[src/rtl/mem_port_arbiter.sv]
// mem_port_arbiter: round-robin, burst-bounded sharing of one
// single read/write-port word memory between two requesters.
module mem_port_arbiter #(
   parameter int DEPTH     = 1024,
   parameter int MAX_BURST = 4,
   parameter int CNT_W     = 16
) (
   input  logic             clk,
   input  logic             rst,
   input  logic             req0,
   input  logic             we0,
   input  logic [31:0]      addr0,
   input  logic [31:0]      wdata0,
   output logic             gnt0,
   output logic             rvalid0,
   output logic [31:0]      rdata0,
   output logic             err0,
   input  logic             req1,
   input  logic             we1,
   input  logic [31:0]      addr1,
   input  logic [31:0]      wdata1,
   output logic             gnt1,
   output logic             rvalid1,
   output logic [31:0]      rdata1,
   output logic             err1,
   output logic             mem_we,
   output logic [31:0]      mem_raddr,
   output logic [31:0]      mem_waddr,
   output logic [31:0]      mem_wdata,
   input  logic [31:0]      mem_rdata,
   output logic [CNT_W-1:0] gcnt0,
   output logic [CNT_W-1:0] gcnt1
);

   localparam int BW = $clog2(MAX_BURST + 1);
   localparam logic [BW-1:0] BMAX = BW'(MAX_BURST);

   logic             last_q, last_d;
   logic [BW-1:0]    burst_q, burst_d;
   logic             rvalid0_q, rvalid0_d;
   logic             rvalid1_q, rvalid1_d;
   logic [31:0]      rdata0_q, rdata0_d;
   logic [31:0]      rdata1_q, rdata1_d;
   logic             err0_q, err0_d;
   logic             err1_q, err1_d;
   logic [CNT_W-1:0] gcnt0_q, gcnt0_d;
   logic [CNT_W-1:0] gcnt1_q, gcnt1_d;

   logic sel1;
   logic any_req;
   logic oor0;
   logic oor1;

   assign oor0 = (addr0 >= 32'(DEPTH));
   assign oor1 = (addr1 >= 32'(DEPTH));

   // burst_q == 0 only after reset: no burst to hold, so rotate
   always_comb begin
      sel1 = req1;
      if (req0 && req1) begin
         if (burst_q != '0 && burst_q < BMAX) sel1 = last_q;
         else sel1 = ~last_q;
      end
   end

   assign any_req = (req0 | req1) & ~rst;
   assign gnt0    = any_req & ~sel1;
   assign gnt1    = any_req & sel1;

   assign mem_raddr = gnt1 ? addr1 : addr0;
   assign mem_waddr = gnt1 ? addr1 : addr0;
   assign mem_wdata = gnt1 ? wdata1 : wdata0;
   assign mem_we    = (gnt0 & we0 & ~oor0) | (gnt1 & we1 & ~oor1);

   always_comb begin
      last_d  = last_q;
      burst_d = burst_q;
      if (gnt0 || gnt1) begin
         if (gnt1 == last_q) begin
            burst_d = (burst_q == BMAX) ? BMAX : burst_q + BW'(1);
         end else begin
            last_d  = gnt1;
            burst_d = BW'(1);
         end
      end
   end

   always_comb begin
      rvalid0_d = 1'b0;
      err0_d    = 1'b0;
      rdata0_d  = rdata0_q;
      if (gnt0) begin
         err0_d = oor0;
         if (!we0) begin
            rvalid0_d = 1'b1;
            rdata0_d  = oor0 ? '0 : mem_rdata;
         end
      end
   end

   always_comb begin
      rvalid1_d = 1'b0;
      err1_d    = 1'b0;
      rdata1_d  = rdata1_q;
      if (gnt1) begin
         err1_d = oor1;
         if (!we1) begin
            rvalid1_d = 1'b1;
            rdata1_d  = oor1 ? '0 : mem_rdata;
         end
      end
   end

   always_comb begin
      gcnt0_d = gcnt0_q;
      gcnt1_d = gcnt1_q;
      if (gnt0 && !(&gcnt0_q)) gcnt0_d = gcnt0_q + CNT_W'(1);
      if (gnt1 && !(&gcnt1_q)) gcnt1_d = gcnt1_q + CNT_W'(1);
   end

   always_ff @(posedge clk or posedge rst) begin
      if (rst) begin
         last_q    <= 1'b1;
         burst_q   <= '0;
         rvalid0_q <= 1'b0;
         rvalid1_q <= 1'b0;
         rdata0_q  <= '0;
         rdata1_q  <= '0;
         err0_q    <= 1'b0;
         err1_q    <= 1'b0;
         gcnt0_q   <= '0;
         gcnt1_q   <= '0;
      end else begin
         last_q    <= last_d;
         burst_q   <= burst_d;
         rvalid0_q <= rvalid0_d;
         rvalid1_q <= rvalid1_d;
         rdata0_q  <= rdata0_d;
         rdata1_q  <= rdata1_d;
         err0_q    <= err0_d;
         err1_q    <= err1_d;
         gcnt0_q   <= gcnt0_d;
         gcnt1_q   <= gcnt1_d;
      end
   end

   assign rvalid0 = rvalid0_q;
   assign rvalid1 = rvalid1_q;
   assign rdata0  = rdata0_q;
   assign rdata1  = rdata1_q;
   assign err0    = err0_q;
   assign err1    = err1_q;
   assign gcnt0   = gcnt0_q;
   assign gcnt1   = gcnt1_q;

endmodule

[config.mk]
export PLATFORM = sky130hd
export DESIGN_NAME = mem_port_arbiter
export DESIGN_NICKNAME = d
export VERILOG_FILES = /design/src/rtl/mem_port_arbiter.sv
export SDC_FILE = /design/constraint.sdc
export NUM_CORES = 1
export LEC_CHECK = 0
export CAP_MARGIN = 20
export CORE_AREA = 3 3 141 143
export DETAILED_ROUTE_END_ITERATION = 8
export DIE_AREA = 0 0 144 146
export PLACE_DENSITY = 0.69
export SETUP_SLACK_MARGIN = 0.05
export SYNTH_ARGS = -nofsm -noshare
export SYNTH_HDL_FRONTEND = slang
export SYNTH_SLANG_ARGS = --single-unit
[constraint.sdc]
create_clock -name clk -period 5.8 [get_ports clk]
set_clock_uncertainty 0.1 [all_clocks]
set_input_delay 1.16 -clock clk [delete_from_list [all_inputs] [get_ports clk]]
set_output_delay 1.16 -clock clk [all_outputs]
set_load 0.005 [all_outputs]
==> results of run 1 <==
==> area by class of cell <==
class	count	area (um2)
antenna	2	5.005
clock buffer	9	225.2
clock inverter	7	67.56
fill	1737	9440
inverter	10	41.29
multi-input combinational	407	2278
sequential	104	2604
tap	234	292.8
timing repair buffer	374	3751
==> sequential cells by signal (all words and copies together), names as in the netlist <==
name,flops
gcnt0,16
gcnt1,16
err0,1
rvalid1,1
rdata0,32
burst_q,3
rvalid0,1
rdata1,32
err1,1
last_q,1
==> per-stage QoR <==
step           util, %  power (uW)  hold slack, ns
5_1_grt          49.53        2317          0.4175
2_1_floorplan        -        1152          0.3817
6_report         49.53        2189          0.4027
4_1_cts          49.36        2219          0.4049
3_3_place_gp     47.79        1616          0.3869
3_5_place_dp     47.79        1622          0.3898
==> cells by family after synthesis <==
group	share of synthesized area, %
AOI/OAI and AO/OA	12.51
xor gates and xnor gates	4.123
adders and majority gates	0.9425
buffers and inverters	8.106
DFF	49.03
muxes	1.461
and+or+nand+nor	23.82
==> cell usage in the layout, fill, tap and decap left out, types with 6 or more instances in the layout <==
| cell type | synthesis | routed |
|---|---|---|
| clkdlybuf4s50_1 | 0 | 364 |
| nand2_1 | 209 | 209 |
| dfrtp_1 | 103 | 103 |
| a22o_1 | 64 | 64 |
| xnor2_1 | 17 | 17 |
| nand3_1 | 14 | 14 |
| nand4_1 | 13 | 13 |
| nor2_1 | 12 | 12 |
| nor4_1 | 10 | 10 |
| clkbuf_16 | 0 | 9 |
| xor2_1 | 8 | 8 |
| buf_4 | 33 | 8 |
| and3_1 | 7 | 7 |
| nor3_1 | 7 | 7 |
| inv_1 | 8 | 6 |
| mux2_2 | 6 | 6 |
==> worst register-to-register path, stage by stage, from the launching register on <==
cell,delay [ns]
dfrtp_1,0.38
inv_1,0.07
ha_1,0.29
or3_1,0.37
a31o_2,0.32
inv_2,0.08
nand2b_1,0.05
buf_4,0.25
nor2b_2,0.64
buf_4,0.37
a22o_1,0.18
==> path summary, 6_finish.rpt <==
kind                       cells past startpoint                      to  slack, ns                   start
setup / recovery                               8           mem_raddr[19]       0.76                    req0
hold / removal                                 1    gcnt1[9]$_DFFE_PP0P_       0.40    gcnt1[9]$_DFFE_PP0P_
setup reg to reg                              10  rdata0[20]$_DFFE_PP0P_       2.63  burst_q[0]$_DFFE_PP0N_
hold reg to reg                                1    gcnt1[9]$_DFFE_PP0P_       0.40    gcnt1[9]$_DFFE_PP0P_
max in group asynchronous                      5  rdata0[16]$_DFFE_PP0P_       3.43                     rst
min in group asynchronous                      3    gcnt0[7]$_DFFE_PP0P_       1.20                     rst
==> layer usage <==
metal  track usage, %  up-vias  part of all wire [%]  routed length [um]
met5                0        -                     0                   0
met4            5.744        0                   2.3                 480
met3            4.634       26                   6.3                1312
met2            34.68      231                    52               10860
met1            22.04     2545                    39                8095
li1                 -     2612                     -                   -
==> power breakdown <==
part | internal (uW) | total (uW) | switching, uW
Combinational | 439 | 745 | 305
Sequential | 779 | 855 | 75.7
Clock | 300 | 589 | 289
Total | 1520 | 2190 | 670
==> impl_metrics.csv, run 1 <==
group,metric,value,unit
sta,setup-tns-final,0,ns
clock_network,clock-root-buffer,"clkbuf_16",
synthesis,syn_inst,583,
synthesis,syn_area,5310,um2
finish,stdcell_area,9265,um2
synthesis,synth_area_leaders,"dfrtp_1 (49%), nand2_1 (15%), a22o_1 (11%)",
sta,fmaxAchievable,0.1985,GHz
synthesis,avgSynthCellArea,9.108,um2
routing,drtIter0Drc,176,
clock_network,cts_hold_buf,0,
floorplan,core_area,18710,um2
clock_network,cts_buffers,9,
clock_network,clockBufferDepth,2,
finish,syn2layout_area_growth,74.48,%
synthesis,synthArstFlopShare,100.0,%
floorplan,die-area,21020,um2
setup_path,slowest_delay,0.70,ns
synthesis,synth_enable_flop_cells,0,
setup_path,cp.required,4.54,ns
routing,finalWirelength,20.75,mm
placed_design,pre_cts_slack,0.7702,ns
clock_network,tritoncts,"done",
synthesis,yosysUniqueCellTypes,39,
clock_network,cts_sinks,104,
clock_network,post_cts_resized,0,
synthesis,synthDominantCellAreaShare,48.54,%
synthesis,synth_top_area_cell,"dfrtp_1",
setup_path,crit_fanout,56,
routing,vias,5414,
sta,finalCriticalPeriod,5.037,ns
finish,drive_gt1_share,4.610,%
sta,rsz0062_at_grt,"no",
routing,drc_errors,0,
setup_path,critical_path.top_delay_family,"buffers and inverters",
grt,grt_pass1_vias,5535,
setup_path,path_cells,"clkdlybuf4s50_1 > or4b_4 > nand4_4 > inv_2 > buf_4 > nand2_1 > nand2_1 > clkdlybuf4s50_1",
routing,routed_via_density,4.720,
flow_run,drv_cap,0,
placed_design,hpwl,16.38,mm
grt,grt_max_degree,86,
sta,slew_headroom,36.26,%
clock_network,clkTransAtPathRegs,0.06,ns
synthesis,syn-num-nets,753,
floorplan,die_width,144,um
grt,grt_pass1_wl,31.67,mm
clock_network,post_cts_buffers,0,
setup_path,cp-end-kind,"output port",
synthesis,synth_top_cells_by_count,"nand2_1 (209), dfrtp_1 (103), a22o_1 (64)",
sta,finalWorstSetupSlack,0.7628,ns
floorplan,initial_core_util,28.39,%
synthesis,ys_seq_area_share,49.03,%
sta,finalCritPeriodShare,86.85,%
setup_path,critPathBufInv,4,
power,ir_worst_vdd,0.0001362,V
synthesis,yosys_warnings,0,
setup_path,worst_setup_path_start_kind,"input pin",
floorplan,rows,50,
finish,layout.nets,1076,
grt,gr-total-overflow,0,
power,p_leak,0.004122,uW
sta,finalHoldViolations,0,
sta,slew_violations,0,
synthesis,synth_seq_cells,104,
grt,grt_usage,19.16,%
outcome,status,"complete, no violations",
grt,antenna_found_initial,2,
setup_path,cp_slowest_cell,"inv_2",
synthesis,yosysMostFrequentCell,"nand2_1",
clock_network,htreeDepth,3,
finish,final_cell_count_no_fill,1147,
sta,tightest_slew,0.9561,ns
floorplan,fp.dieH,146,um
routing,antenna_left,0,
routing,drt_pass1_iterations,4,
power,p_per_area,236.2,nW/um2
placed_design,io_buffers,364,
placed_design,dp.cells,1128,
setup_path,crit_arrival,3.78,ns
sta,finalSetupViolCount,0,
synthesis,synth_flop_cell,"dfrtp_1",
placed_design,place.gp.congestion,0.8857,
routing,wl_per_cell,18.09,um
floorplan,ios,365,
placed_design,place_area,8940,um2
worst_hold_path,hold_class,"flop to flop",
clock_network,clkLatencyLatePin,0.34,ns
setup_path,worstSetupPathType,"input pin to output port",
Note: power is estimated with default switching activity, not from simulation.
==> run 2, diff against run 1 <==
GPL_ROUTABILITY_DRIVEN = 0   (was unset)
==> results of run 2 <==
No change in the layout: final DEF, timing and power equal those of run 1.
==> run 3, diff against run 2 <==
PLACE_DENSITY = 0.66   (was 0.69)
clock period = 5.5 ns   (was 5.8 ns; I/O delays follow)
==> run 3 against run 2 <==
Worst setup slack lost 0.087 ns. Die area did not move. Global-route usage fell by 0.072 points. Total power increased by 4.8%. First-iteration DRC count shrank 5.1%. Combinational power up 5.1%. Worst hold slack worse by 0.0016 ns. Critical path depth stayed put. Sequential share of layout area is 0.11 points higher. Clock power is 4.1% higher. Sequential cell count did not move. Count of clock-buffer cells in the layout rose by 1.
==> impl_metrics.csv, run 3 (synthesized netlist as in run 1, its figures left out) <==
group,metric,value,unit
finish,multi_input_area,2278,um2
floorplan,ios,365,
floorplan,core_area,18710,um2
setup_path,crit_cells,8,
placed_design,dp.cells,1128,
clock_network,cts_buffers,9,
grt,grt_usage,19.09,%
placed_design,io_buffers,364,
clock_network,post_cts_buffers,0,
power,ir_worst_vdd,0.0001141,V
outcome,status,"complete, no violations",
power,p_per_area,248.5,nW/um2
sta,tightest_slew,0.7225,ns
setup_path,r2r_cells,11,
setup_path,crit_arrival,3.62,ns
setup_path,critical_path.top_delay_family,"buffers and inverters",
setup_path,cp-end-kind,"output port",
grt,grt_max_degree,72,
power,p_leak,0.004105,uW
clock_network,clkTransAtPathRegs,0.07,ns
floorplan,fp.dieH,146,um
placed_design,hpwl,16.50,mm
sta,slew_headroom,51.83,%
sta,finalCritPeriodShare,87.71,%
sta,fmaxAchievable,0.2073,GHz
finish,layout.nets,1075,
clock_network,cts_hold_buf,0,
grt,grt_pass1_vias,5486,
routing,finalWirelength,20.70,mm
flow_run,drv_cap,0,
routing,wl_per_cell,18.06,um
finish,final_cell_mix,"clkdlybuf4s50_1 (364), nand2_1 (209), dfrtp_1 (103)",
clock_network,clockBufferDepth,2,
power,total_power,2293,uW
finish,seqCellArea,2604,um2
grt,gr-total-overflow,0,
worst_hold_path,hold_depth,1,
setup_path,crit_fanout,41,
setup_path,critPathBufInv,4,
clock_network,clock-root-buffer,"clkbuf_16",
sta,finalSetupViolCount,0,
finish,drive_gt1_share,4.396,%
floorplan,die-area,21020,um2
clock_network,htreeDepth,3,
setup_path,worstSetupPathType,"input pin to output port",
sta,rsz0062_at_grt,"no",
setup_path,worst_setup_path_start_kind,"input pin",
routing,drt_pass1_iterations,5,
routing,drc_errors,0,
finish,final_cell_count_no_fill,1146,
routing,drtIter0Drc,167,
routing,routed_via_density,4.715,
floorplan,rows,50,
routing,antenna_left,0,
sta,slew_violations,0,
floorplan,initial_core_util,28.39,%
grt,grt_pass1_wl,31.66,mm
sta,finalHoldViolations,0,
finish,final_common_cell,"clkdlybuf4s50_1",
setup_path,path_cells,"clkdlybuf4s50_1 > or4b_4 > nand4_4 > inv_2 > buf_4 > nand2_1 > nand2_1 > clkdlybuf4s50_1",
sta,setup-tns-final,0,ns
setup_path,slowest_delay,0.54,ns
sta,finalCriticalPeriod,4.824,ns
clock_network,clkLatencyLatePin,0.34,ns
worst_hold_path,hold_class,"flop to flop",
clock_network,tritoncts,"done",
finish,syn2layout_area_growth,73.77,%
routing,vias,5403,
grt,antenna_found_initial,2,
floorplan,die_width,144,um
clock_network,cts_sinks,104,
clock_network,post_cts_resized,0,
setup_path,cp_slowest_cell,"inv_2",
finish,fill_cells,1734,
setup_path,cp.required,4.30,ns
setup_path,r2r_slack,2.15,ns
## run 3: worst paths after layout
path	start	endpoint
min in group asynchronous	rst	gcnt1[2]$_DFFE_PP0P_
worst min-delay path	gcnt1[5]$_DFFE_PP0P_	gcnt1[5]$_DFFE_PP0P_
worst max register to register	burst_q[0]$_DFFE_PP0N_	rdata1[6]$_DFFE_PP0P_
worst max-delay path	req0	mem_raddr[2]
worst min register to register	gcnt1[5]$_DFFE_PP0P_	gcnt1[5]$_DFFE_PP0P_
max in group asynchronous	rst	rdata0[26]$_DFFE_PP0P_
## run 3: cell type report
class	count	area share (%)
antenna	2	0.05424
clock buffer	10	2.481
clock inverter	6	0.5831
inverter	10	0.4475
multi-input combinational	407	24.69
sequential	104	28.22
tap	234	3.173
timing repair buffer	373	40.35
## run 3: per-layer routing
metal | global-route usage, % | up-vias | wire length [um]
li1 | - | 2612 | -
met2 | 33.29 | 238 | 10750
met5 | 0 | - | 0
met1 | 23.79 | 2534 | 8137
met4 | 4.520 | 0 | 226
met3 | 4.305 | 19 | 1584
## run 3: stage by stage
step	cell area (um2)	util (%)	hold slack [ns]	setup WS, ns
2_1_floorplan	5314	-	0.3817	0.4524
3_3_place_gp	8940	47.79	0.3857	0.6698
3_5_place_dp	8940	47.79	0.3900	0.6483
4_1_cts	9223	49.30	0.4052	0.6324
5_1_grt	9228	49.33	0.4279	0.4993
6_report	9228	49.33	0.4011	0.6758
## run 3: power by group
group	switching (uW)	leakage, uW	internal (uW)
clock	298	0.000129	315
sequential	76.6	0.00142	822
combinational	322	0.00256	461
total	697	0.00410	1600
